<file path="config.mk">
export PLATFORM = sky130hd
export DESIGN_NAME = fft_ctrl
export DESIGN_NICKNAME = d
export VERILOG_FILES = /design/src/rtl/fft_ctrl.sv
export SDC_FILE = /design/constraint.sdc
export NUM_CORES = 1
export LEC_CHECK = 0
export ABC_AREA = 1
export BUFFER_PORTS_ARGS = -buffer_cell sky130_fd_sc_hd__buf_2
export CORE_MARGIN = 2
export CORE_UTILIZATION = 44
export DETAILED_ROUTE_END_ITERATION = 8
export PLACE_DENSITY = 0.8
export SYNTH_ARGS = -nofsm -noshare
export SYNTH_HDL_FRONTEND = slang
export SYNTH_SLANG_ARGS = --single-unit
export TNS_END_PERCENT = 30
</file>
<file path="constraint.sdc">
create_clock -name clk -period 2.15 [get_ports clk]
set_input_delay 0.215 -clock clk [delete_from_list [all_inputs] [get_ports clk]]
set_output_delay 0.215 -clock clk [all_outputs]
set_load 0.01 [all_outputs]
</file>
<file path="src/rtl/fft_ctrl.sv">
// Frame controller around an FFT core: fills the input RAM, starts the transform, then streams result bins.
// Optional dropped-sample counter enabled by defining FFT_CTRL_DROP_CNT_EN.
module fft_ctrl #(
  parameter int BIT_WIDTH = 16,
  parameter int N         = 9,
  parameter int FFT_SIZE  = 512
) (
  input  logic                   clk,
  input  logic                   reset,
  input  logic                   sample_valid,
  input  logic [BIT_WIDTH-1:0]   sample,
  output logic                   wr_en,
  output logic [N-1:0]           wr_addr,
  output logic [BIT_WIDTH-1:0]   wr_data,
  output logic                   fft_start,
  input  logic                   fft_done,
  output logic                   rd_en,
  output logic [N-1:0]           rd_addr,
  input  logic [2*BIT_WIDTH-1:0] rd_data,
  output logic                   bin_valid,
  output logic [2*BIT_WIDTH-1:0] bin_data,
  output logic [N-1:0]           bin_idx,
  output logic                   frame_last,
  output logic                   busy,
  output logic [7:0]             dropped
);

  typedef enum logic [1:0] {FILL, START, WAIT, DRAIN} state_t;

  localparam logic [N-1:0] LAST_ADDR = N'(FFT_SIZE - 1);

  state_t                 state_q, state_d;
  logic [N-1:0]           cnt_q, cnt_d;
  logic                   wr_en_q, wr_en_d;
  logic [N-1:0]           wr_addr_q, wr_addr_d;
  logic [BIT_WIDTH-1:0]   wr_data_q, wr_data_d;
  logic                   start_q, start_d;
  logic                   pipe_q, pipe_d;
  logic [N-1:0]           bin_idx_q, bin_idx_d;
  logic                   rd_en_c;
  logic [N-1:0]           rd_addr_c;

  always_comb begin
    state_d   = state_q;
    cnt_d     = cnt_q;
    wr_en_d   = 1'b0;
    wr_addr_d = wr_addr_q;
    wr_data_d = wr_data_q;
    start_d   = 1'b0;
    rd_en_c   = 1'b0;
    rd_addr_c = '0;
    case (state_q)
      FILL: begin
        if (sample_valid) begin
          wr_en_d   = 1'b1;
          wr_addr_d = cnt_q;
          wr_data_d = sample;
          cnt_d     = cnt_q + 1'b1;
          if (cnt_q == LAST_ADDR) begin
            state_d = START;
            cnt_d   = '0;
          end
        end
      end
      // fft_start is registered so it lands the cycle after the last RAM write
      START: begin
        start_d = 1'b1;
        state_d = WAIT;
      end
      WAIT: begin
        if (fft_done) begin
          state_d = DRAIN;
          cnt_d   = '0;
        end
      end
      DRAIN: begin
        rd_en_c   = 1'b1;
        rd_addr_c = cnt_q;
        cnt_d     = cnt_q + 1'b1;
        if (cnt_q == LAST_ADDR) begin
          state_d = FILL;
          cnt_d   = '0;
        end
      end
      default: state_d = FILL;
    endcase
  end

  // Read-data alignment stage: the RAM answers one cycle after rd_en
  always_comb begin
    pipe_d    = rd_en_c;
    bin_idx_d = rd_en_c ? rd_addr_c : bin_idx_q;
  end

  always_ff @(posedge clk or negedge reset) begin
    if (!reset) begin
      state_q   <= FILL;
      cnt_q     <= '0;
      wr_en_q   <= 1'b0;
      wr_addr_q <= '0;
      wr_data_q <= '0;
      start_q   <= 1'b0;
      pipe_q    <= 1'b0;
      bin_idx_q <= '0;
    end else begin
      state_q   <= state_d;
      cnt_q     <= cnt_d;
      wr_en_q   <= wr_en_d;
      wr_addr_q <= wr_addr_d;
      wr_data_q <= wr_data_d;
      start_q   <= start_d;
      pipe_q    <= pipe_d;
      bin_idx_q <= bin_idx_d;
    end
  end

  assign wr_en      = wr_en_q;
  assign wr_addr    = wr_addr_q;
  assign wr_data    = wr_data_q;
  assign fft_start  = start_q;
  assign rd_en      = rd_en_c;
  assign rd_addr    = rd_addr_c;
  assign bin_valid  = pipe_q;
  assign bin_data   = pipe_q ? rd_data : '0;
  assign bin_idx    = bin_idx_q;
  assign frame_last = pipe_q && (bin_idx_q == LAST_ADDR);
  assign busy       = (state_q != FILL);

`ifdef FFT_CTRL_DROP_CNT_EN
  logic [7:0] dropped_q, dropped_d;

  function automatic logic [7:0] sat_inc8(input logic [7:0] v);
    return (v == 8'hFF) ? v : v + 8'd1;
  endfunction

  always_comb begin
    dropped_d = dropped_q;
    if (sample_valid && (state_q != FILL))
      dropped_d = sat_inc8(dropped_q);
  end

  always_ff @(posedge clk or negedge reset) begin
    if (!reset) dropped_q <= '0;
    else        dropped_q <= dropped_d;
  end

  assign dropped = dropped_q;
`else
  assign dropped = 8'd0;
`endif

endmodule

</file>
Word-level counts from Yosys, hierarchy flattened
Index checks and enable logic that the tools add are counted.
{"block": "op_classes", "n_addsub": 1, "eq_ne": 9, "mux": 15, "n_reduce_logical": 7}
{"op": "$mux W9", "count": 4}
{"op": "$mux W32", "count": 1}
{"op": "$pmux W9 S3", "count": 1}
{"op": "$eq A9 B9 Y1 const B", "count": 2}
{"op": "$add A9 B1 Y9 const B", "count": 1}
{"op": "$mux W2", "count": 4}
{"op": "$ne A2 B2 Y1 const B", "count": 4}
{"op": "$pmux W2 S4", "count": 1}
{"op": "$eq A2 B2 Y1 const B", "count": 2}
{"op": "$mux W1", "count": 4}
{"op": "$reduce_and A4 Y1", "count": 1}
{"op": "$reduce_and A3 Y1", "count": 1}
{"op": "$reduce_bool A3 Y1", "count": 1}
{"op": "$eq A2 B1 Y1 const B", "count": 1}
{"op": "$logic_not A2 Y1", "count": 1}
{"op": "$reduce_and A2 Y1", "count": 1}
{"op": "$reduce_bool A2 Y1", "count": 1}
{"op": "$logic_and A1 B1 Y1", "count": 1}
{"block": "totals", "register_bits": 48, "input_bits": 52, "out_inout_bits": 89, "elab_cells": 40}

Logic depth before layout (Yosys ltp)
Gate-level depths: netlist (run 1).
{"block": "depth", "word_depth": 4, "depth_mapped": 11, "mapped_depth_nobuf": 11}

Worst setup path after synthesis (run 1)
Ideal clock, no wire load.
{"block": "synth_timing", "path_type": "reg-to-reg", "start": "reg cnt_q[1]", "end": "reg state_q[1]", "setup_ns": 0.126, "arrival_time_ns": 1.414, "t_required_ns": 2.024, "slack_ns": 0.611, "path_stages_with_launch": 12, "n_path_buf": 0, "synth_period_minus_slack_ns": 1.539, "path_cell_list": "dfrtp_1 ha_1 nand2_1 inv_2 nand3_1 nor2_1 ha_1 inv_1 o21ai_1 nand3_1 nor2_1 a21oi_1"}
{"block": "synth_between", "elab_chain_len": 3, "word_cells_on_any_way": 4, "cone_classes": "eq/ne (3); reduce/logical (1)"}
{"item": "from (decl)", "line": "33", "source": "logic [N-1:0] cnt_q, cnt_d;"}
{"item": "from (signal assigned)", "line": "107", "source": "cnt_q <= cnt_d;"}
{"item": "$eq A9 B9 Y1 *", "line": "59, 80"}
{"item": "$ne A2 B2 Y1 (no source line)"}
{"item": "$reduce_and A4 Y1 (no source line) *"}
{"item": "to (signal assigned)", "line": "106", "source": "state_q <= state_d;"}
{"item": "to (decl)", "line": "32", "source": "state_t state_q, state_d;"}
Every way passes the cells marked *; elsewhere a longest branch is shown, timed or not.
A chain may end at the register's enable or synchronous reset.

Worst setup path after layout (run 1)
{"block": "layout_timing", "start": "reg state_q[0]", "end": "out rd_addr[1]"}
{"block": "layout_between", "elab_chain_len": 2}
{"item": "$eq A2 B2 Y1", "line": "52", "source": "case (state_q)"}
{"item": "$mux W9", "line": "52"}
{"item": "to (decl)", "line": "18", "source": "output logic [N-1:0] rd_addr,"}
No other way between the ends.

==> results of run 1 <==
## layer usage
| layer | vias up | track usage (%) |
|---|---|---|
| met5 | - | 0 |
| met4 | 0 | 4.91 |
| met3 | 7 | 4.71 |
| met2 | 72 | 33.5 |
| met1 | 1045 | 22.8 |
| li1 | 1200 | - |
## cell usage after synthesis
library cell and n:
nor2_2 1, a21oi_1 6, ha_1 8, inv_2 3, buf_4 8, o21ai_1 14, nand4_1 4, conb_1 1
dfrtp_1 48, buf_6 2, nand2_1 120, inv_1 66, buf_2 5, nor2_4 1, nor3_1 1, o21ai_0 10
nand2_2 2, nand3_1 9, nor2_1 10, nor4_1 1, nand2_4 1, clkbuf_1 4
## kinds of logic (layout without fill, tap and decap cells)
family / after synthesis / in the layout
fa+ha+maj: 8 / 8
compound gates: 30 / 30
buf+inv: 88 / 211
other cells: 1 / 8
flops: 48 / 48
simple gates: 150 / 150
## state kept, by name, indices dropped and copies added (netlist names)
| name | flops |
|---|---|
| wr_data | 16 |
| bin_idx | 9 |
| wr_addr | 9 |
| bin_valid | 1 |
| state_q | 2 |
| cnt_q | 9 |
| wr_en | 1 |
| fft_start | 1 |
## area by class of cell
class	count	area (µm²)
fillers	513	2230
well taps	72	90.1
clock buffers	5	68.8
clock inverters	2	12.5
inverters	69	259
multi-input cells	196	891
flip-flops and latches	48	1200
repair buffers	135	683
## report_power, final
| part | switching [mW] | internal [mW] |
|---|---|---|
| logic | 1.06 | 0.618 |
| registers | 0.154 | 1.16 |
| clock network | 0.294 | 0.221 |
## worst max path at each step
stage	from	end	depth (start not counted)
finish	state_q[0]	rd_addr[1]	4
global route	state_q[0]	rd_addr[1]	4
CTS	state_q[0]	rd_addr[1]	4
detailed placement	cnt_q[1]	state_q[1]	11
global placement	cnt_q[1]	state_q[1]	11
floorplan	cnt_q[1]	state_q[1]	11
## stage by stage
stage	area, µm²	std cells	hold WS, ns
finish	3210	527	-0.00888
global route	3210	527	0.0434
CTS	3210	527	0.0211
detailed placement	3120	520	0.349
global placement	3120	520	0.343
floorplan	2470	332	-0.0806
## critical path: cells and delay by family, from the launching register on
family	cells	cell delay [ns]
simple gates	1	0.16
flops	1	0.42
buf+inv	2	0.19
fa+ha+maj	1	0.58
==> impl_metrics.toml, run 1 <==
[pwr]
cellLeakagePower_nw = 2.20
powerDensity_nw_per_um2 = 1090
vdd_ir_drop_max_mv = 0.892
power.total_mw = 3.51

[logic_synthesis]
synth_top_area_share_pct = 49.1
synth_cell_types = 22
synth_compound_area_share_pct = 6.13
synthXorXnorAreaFrac_pct = 0
synth_mux_area_share_pct = 0
yosysWarnings = 0
syn_area_um2 = 2450
yosys-top-cells-area = "dfrtp_1 49%, nand2_1 18%, inv_1 10%"
synthSimpleGateAreaFrac_pct = 24.9
yosysTopAreaCell = "dfrtp_1"
syn_area_per_cell_um2 = 7.53
synth-adder-area-share_pct = 4.09
netlist_instances = 325
yosysSeqAreaShare_pct = 49.1
ys_ff_latch = 48
synth_top_family_by_area = "simple AND/OR/NAND/NOR gates"

[sta]
fin_crit_ns = 1.87
setup_viol_count_final = 0
slew_violations = 0
tns_ns = 0
post-route-period-util_pct = 87.1
slew_headroom_pct = 58.6
finalClockSkew_ns = 0.00947
tightest_slew_ns = 0.621
hold_violations = 7
fmax_mhz = 534
layout_setup_ws_ns = 0.277
rsz0062_at_grt = "no"
hold_ws_ns = -0.00888

[setup_path]
worst-r2r-setup-slack_ns = 0.36
cp-end-kind = "output pin"
reg2reg_depth = 11
cp_slowest_cell = "ha_1"
cpPeakStageDelay_ns = 0.58
crit_path_start_kind = "flop"
critPathArrivalTime_ns = 1.66
cp.required_ns = 1.93
path_cells = "ha_1 -> nand2_1 -> inv_1 -> buf_2"
r2r_end = "state_q[1]"
critical_path_class = "flop to output pin"
r2r_start = "cnt_q[1]"
cp_max_fo = 21

[clock_tree]
clk_latency_ns = 0.30
clkTransAtPathRegs_ns = 0.09
clockRootBuffer = "clkbuf_8"
clk_path_buf_depth = 2
post_cts_buffers = 0
cts_hold_buf = 0
cts.sinks = 48
cts_buffers = 5
cts_tree = "yes"
post_cts_resized = 0
h-tree-depth = 2

[global_routing]
track_usage_pct = 18.9
grt_start_max_net_pins = 49
grt_first_pass_wirelength_mm = 9.45
gr-total-overflow = 0
grt_pass1_vias = 2247
antenna_found_initial = 0

[floorplan]
die_w_um = 78.6
rows = 27
die_h_um = 78.6
start_util_pct = 45.0
dieArea_um2 = 6170
num_io_pins = 141
core_area_um2 = 5440

[cells_and_area]
diodes = 0
area_growth_pct = 31.0
final_util_pct = 58.9
final_common_cell = "buf_2"
drive_above_1_share_pct = 33.0
layout_common_cells = "132 x buf_2, 120 x nand2_1, 66 x inv_1"
fin_nets = 515

[placement]
pre_cts_slack_ns = 0.416
gp_congestion = 0.907
dpl.hpwl_mm = 4.38
port-buffer-count = 132

[outcome]
violations = "negative hold slack"
status = "finished with violations"

[detailed_routing]
num_vias = 2324
met2_wirelength_mm = 2.83
dr.max_layer_used = "met4"
first_pass_iters = 4
wl_met1_mm = 2.45
route.detailed.wl_per_inst_um = 10.8
drc_errors = 0
ant_nets = 0
wl_met3_um = 349
vias_per_cell = 4.41
wl_mm = 5.70
drt-initial-drc-count = 61

[run]
cap_violations = 0

[worst_hold_path]
min_path_type = "input pin to asynchronous set/reset pin"
Note: power is estimated with default switching activity, not from simulation.
==> inputs of run 2 (changes only) <==
Settings changed: REMOVE_ABC_BUFFERS set to 1.
==> impl_metrics.toml, run 2 (same netlist as run 1, synthesis figures left out) <==
[outcome]
status = "complete, no violations"

[clock_tree]
h-tree-depth = 2
clockRootBuffer = "clkbuf_8"
clk_latency_ns = 0.31
post_cts_resized = 0
cts_tree = "yes"
clkTransAtPathRegs_ns = 0.09
clk_path_buf_depth = 2
cts.sinks = 48
cts_buffers = 5

[sta]
finalClockSkew_ns = 0.00904
rsz0062_at_grt = "no"
hold_violations = 0
tns_ns = 0
fmax_mhz = 535
setup_viol_count_final = 0
post-route-period-util_pct = 87.0
slew_violations = 0
fin_crit_ns = 1.87

[detailed_routing]
num_vias = 2424
vias_per_cell = 4.56
ant_nets = 0
first_pass_iters = 4
drt-initial-drc-count = 143
route.detailed.wl_per_inst_um = 12.6
wl_mm = 6.68
drc_errors = 0

[floorplan]
dieArea_um2 = 6170
die_h_um = 78.6
rows = 27
num_io_pins = 141
die_w_um = 78.6
core_area_um2 = 5440
start_util_pct = 45.0

[setup_path]
critPathArrivalTime_ns = 1.65
path_buf_inv = 3
cpPeakStageDelay_ns = 0.44
r2r_start = "cnt_q[1]"
cp_max_fo = 13
critical_path_class = "flop to output pin"
path_cells = "ha_1 -> buf_4 -> nand2_1 -> inv_1 -> buf_2"
cp_slowest_cell = "ha_1"
path_delay_family = "adder cells"
worst-r2r-setup-slack_ns = 0.39
cp-end-kind = "output pin"
r2r_end = "state_q[1]"
crit_path_start_kind = "flop"
cp.required_ns = 1.93
reg2reg_depth = 11

[placement]
dpl.cell_count = 521
dpl.hpwl_mm = 5.24
gp_congestion = 0.798
placed_area_um2 = 3140
port-buffer-count = 132

[global_routing]
antenna_found_initial = 1
grt_pass1_vias = 2277
gr-total-overflow = 0
grt_start_max_net_pins = 49
grt_first_pass_wirelength_mm = 10.4
track_usage_pct = 21.7

[worst_hold_path]
min_to = "wr_data[14]"
min_path_type = "input pin to flop"
min-delay-start = "sample[14]"
min_path_cells = 3

[cells_and_area]
fillers = 515
drive_above_1_share_pct = 33.2
final_common_cell = "buf_2"
layout_common_cells = "132 x buf_2, 120 x nand2_1, 66 x inv_1"
final_util_pct = 60.3
stdcell_count = 531
area_growth_pct = 33.9
fin_nets = 517
stdcell_area_um2 = 3280
largest_reg_flops = 16

[pwr]
cellLeakagePower_nw = 2.23
power.total_mw = 3.72
vdd_ir_drop_max_mv = 0.522
powerDensity_nw_per_um2 = 1140

[run]
cap_violations = 0
==> run 2: cell count changes in the layout (fill, tap and decap cells not counted), sizes merged <==
cell	before	now
clkinvlp	1	0
clkbuf	5	6
buf	135	136
bufinv	0	1
diode	0	1
dlygate4sd3	0	1
==> run 2: worst register-to-register path, stage by stage (launching register included) <==
cell,delay (ns)
dfrtp_1,0.43
ha_1,0.19
nand2_1,0.10
inv_2,0.09
nand3_1,0.09
nor2_1,0.11
ha_1,0.19
inv_1,0.06
o21ai_1,0.06
nand3_1,0.15
nor2_1,0.12
a21oi_1,0.05
==> run 2: per-stage QoR <==
step | hold WS (ns) | setup WS (ns)
6_report | 0.0948 | 0.280
5_1_grt | 0.0925 | 0.102
4_1_cts | 0.0886 | 0.268
3_5_place_dp | 0.218 | 0.427
3_3_place_gp | 0.216 | 0.510
2_1_floorplan | -0.0806 | 0.582
==> run 2: area by class of cell <==
type / instances / area (µm²) / share of cell area (%)
timing repair buffer: 137 / 713 / 21.8
antenna: 1 / 2.50 / 0.0763
tap: 72 / 90.1 / 2.75
multi-input combinational: 196 / 891 / 27.2
sequential: 48 / 1200 / 36.6
inverter: 69 / 259 / 7.90
clock inverter: 2 / 38.8 / 1.18
clock buffer: 6 / 82.6 / 2.52
==> run 2: repair_timing <==
action / in CTS / in global routing
hold buffers: 1 / 0
buffers inserted: 0 / 0
hold endpoints to repair: 48 / 0
==> run 2: worst max path at each step <==
stage	start	endpoint	slack (ns)	depth (start not counted)
after floorplan	bin_valid	frame_last	0.58	2
after global placement	cnt_q[1]	state_q[1]	0.51	11
after detailed placement	cnt_q[1]	state_q[1]	0.43	11
after CTS	state_q[0]	rd_addr[6]	0.27	5
after global routing	state_q[0]	rd_addr[7]	0.10	5
final	state_q[0]	rd_addr[6]	0.28	5
==> run 2: layer usage <==
| metal | global-route usage (%) | vias to the layer above | part of all wire [%] |
|---|---|---|---|
| li1 | - | 1204 | - |
| met1 | 22.4 | 1116 | 36 |
| met2 | 41.9 | 94 | 54 |
| met3 | 4.60 | 10 | 7.1 |
| met4 | 8.60 | 0 | 1.9 |
| met5 | 0 | - | 0 |
==> run 2: where the power goes <==
group	internal (mW)	switching (mW)
clock	0.380	0.306
combinational	0.632	1.09
sequential	1.16	0.158
total	2.17	1.55
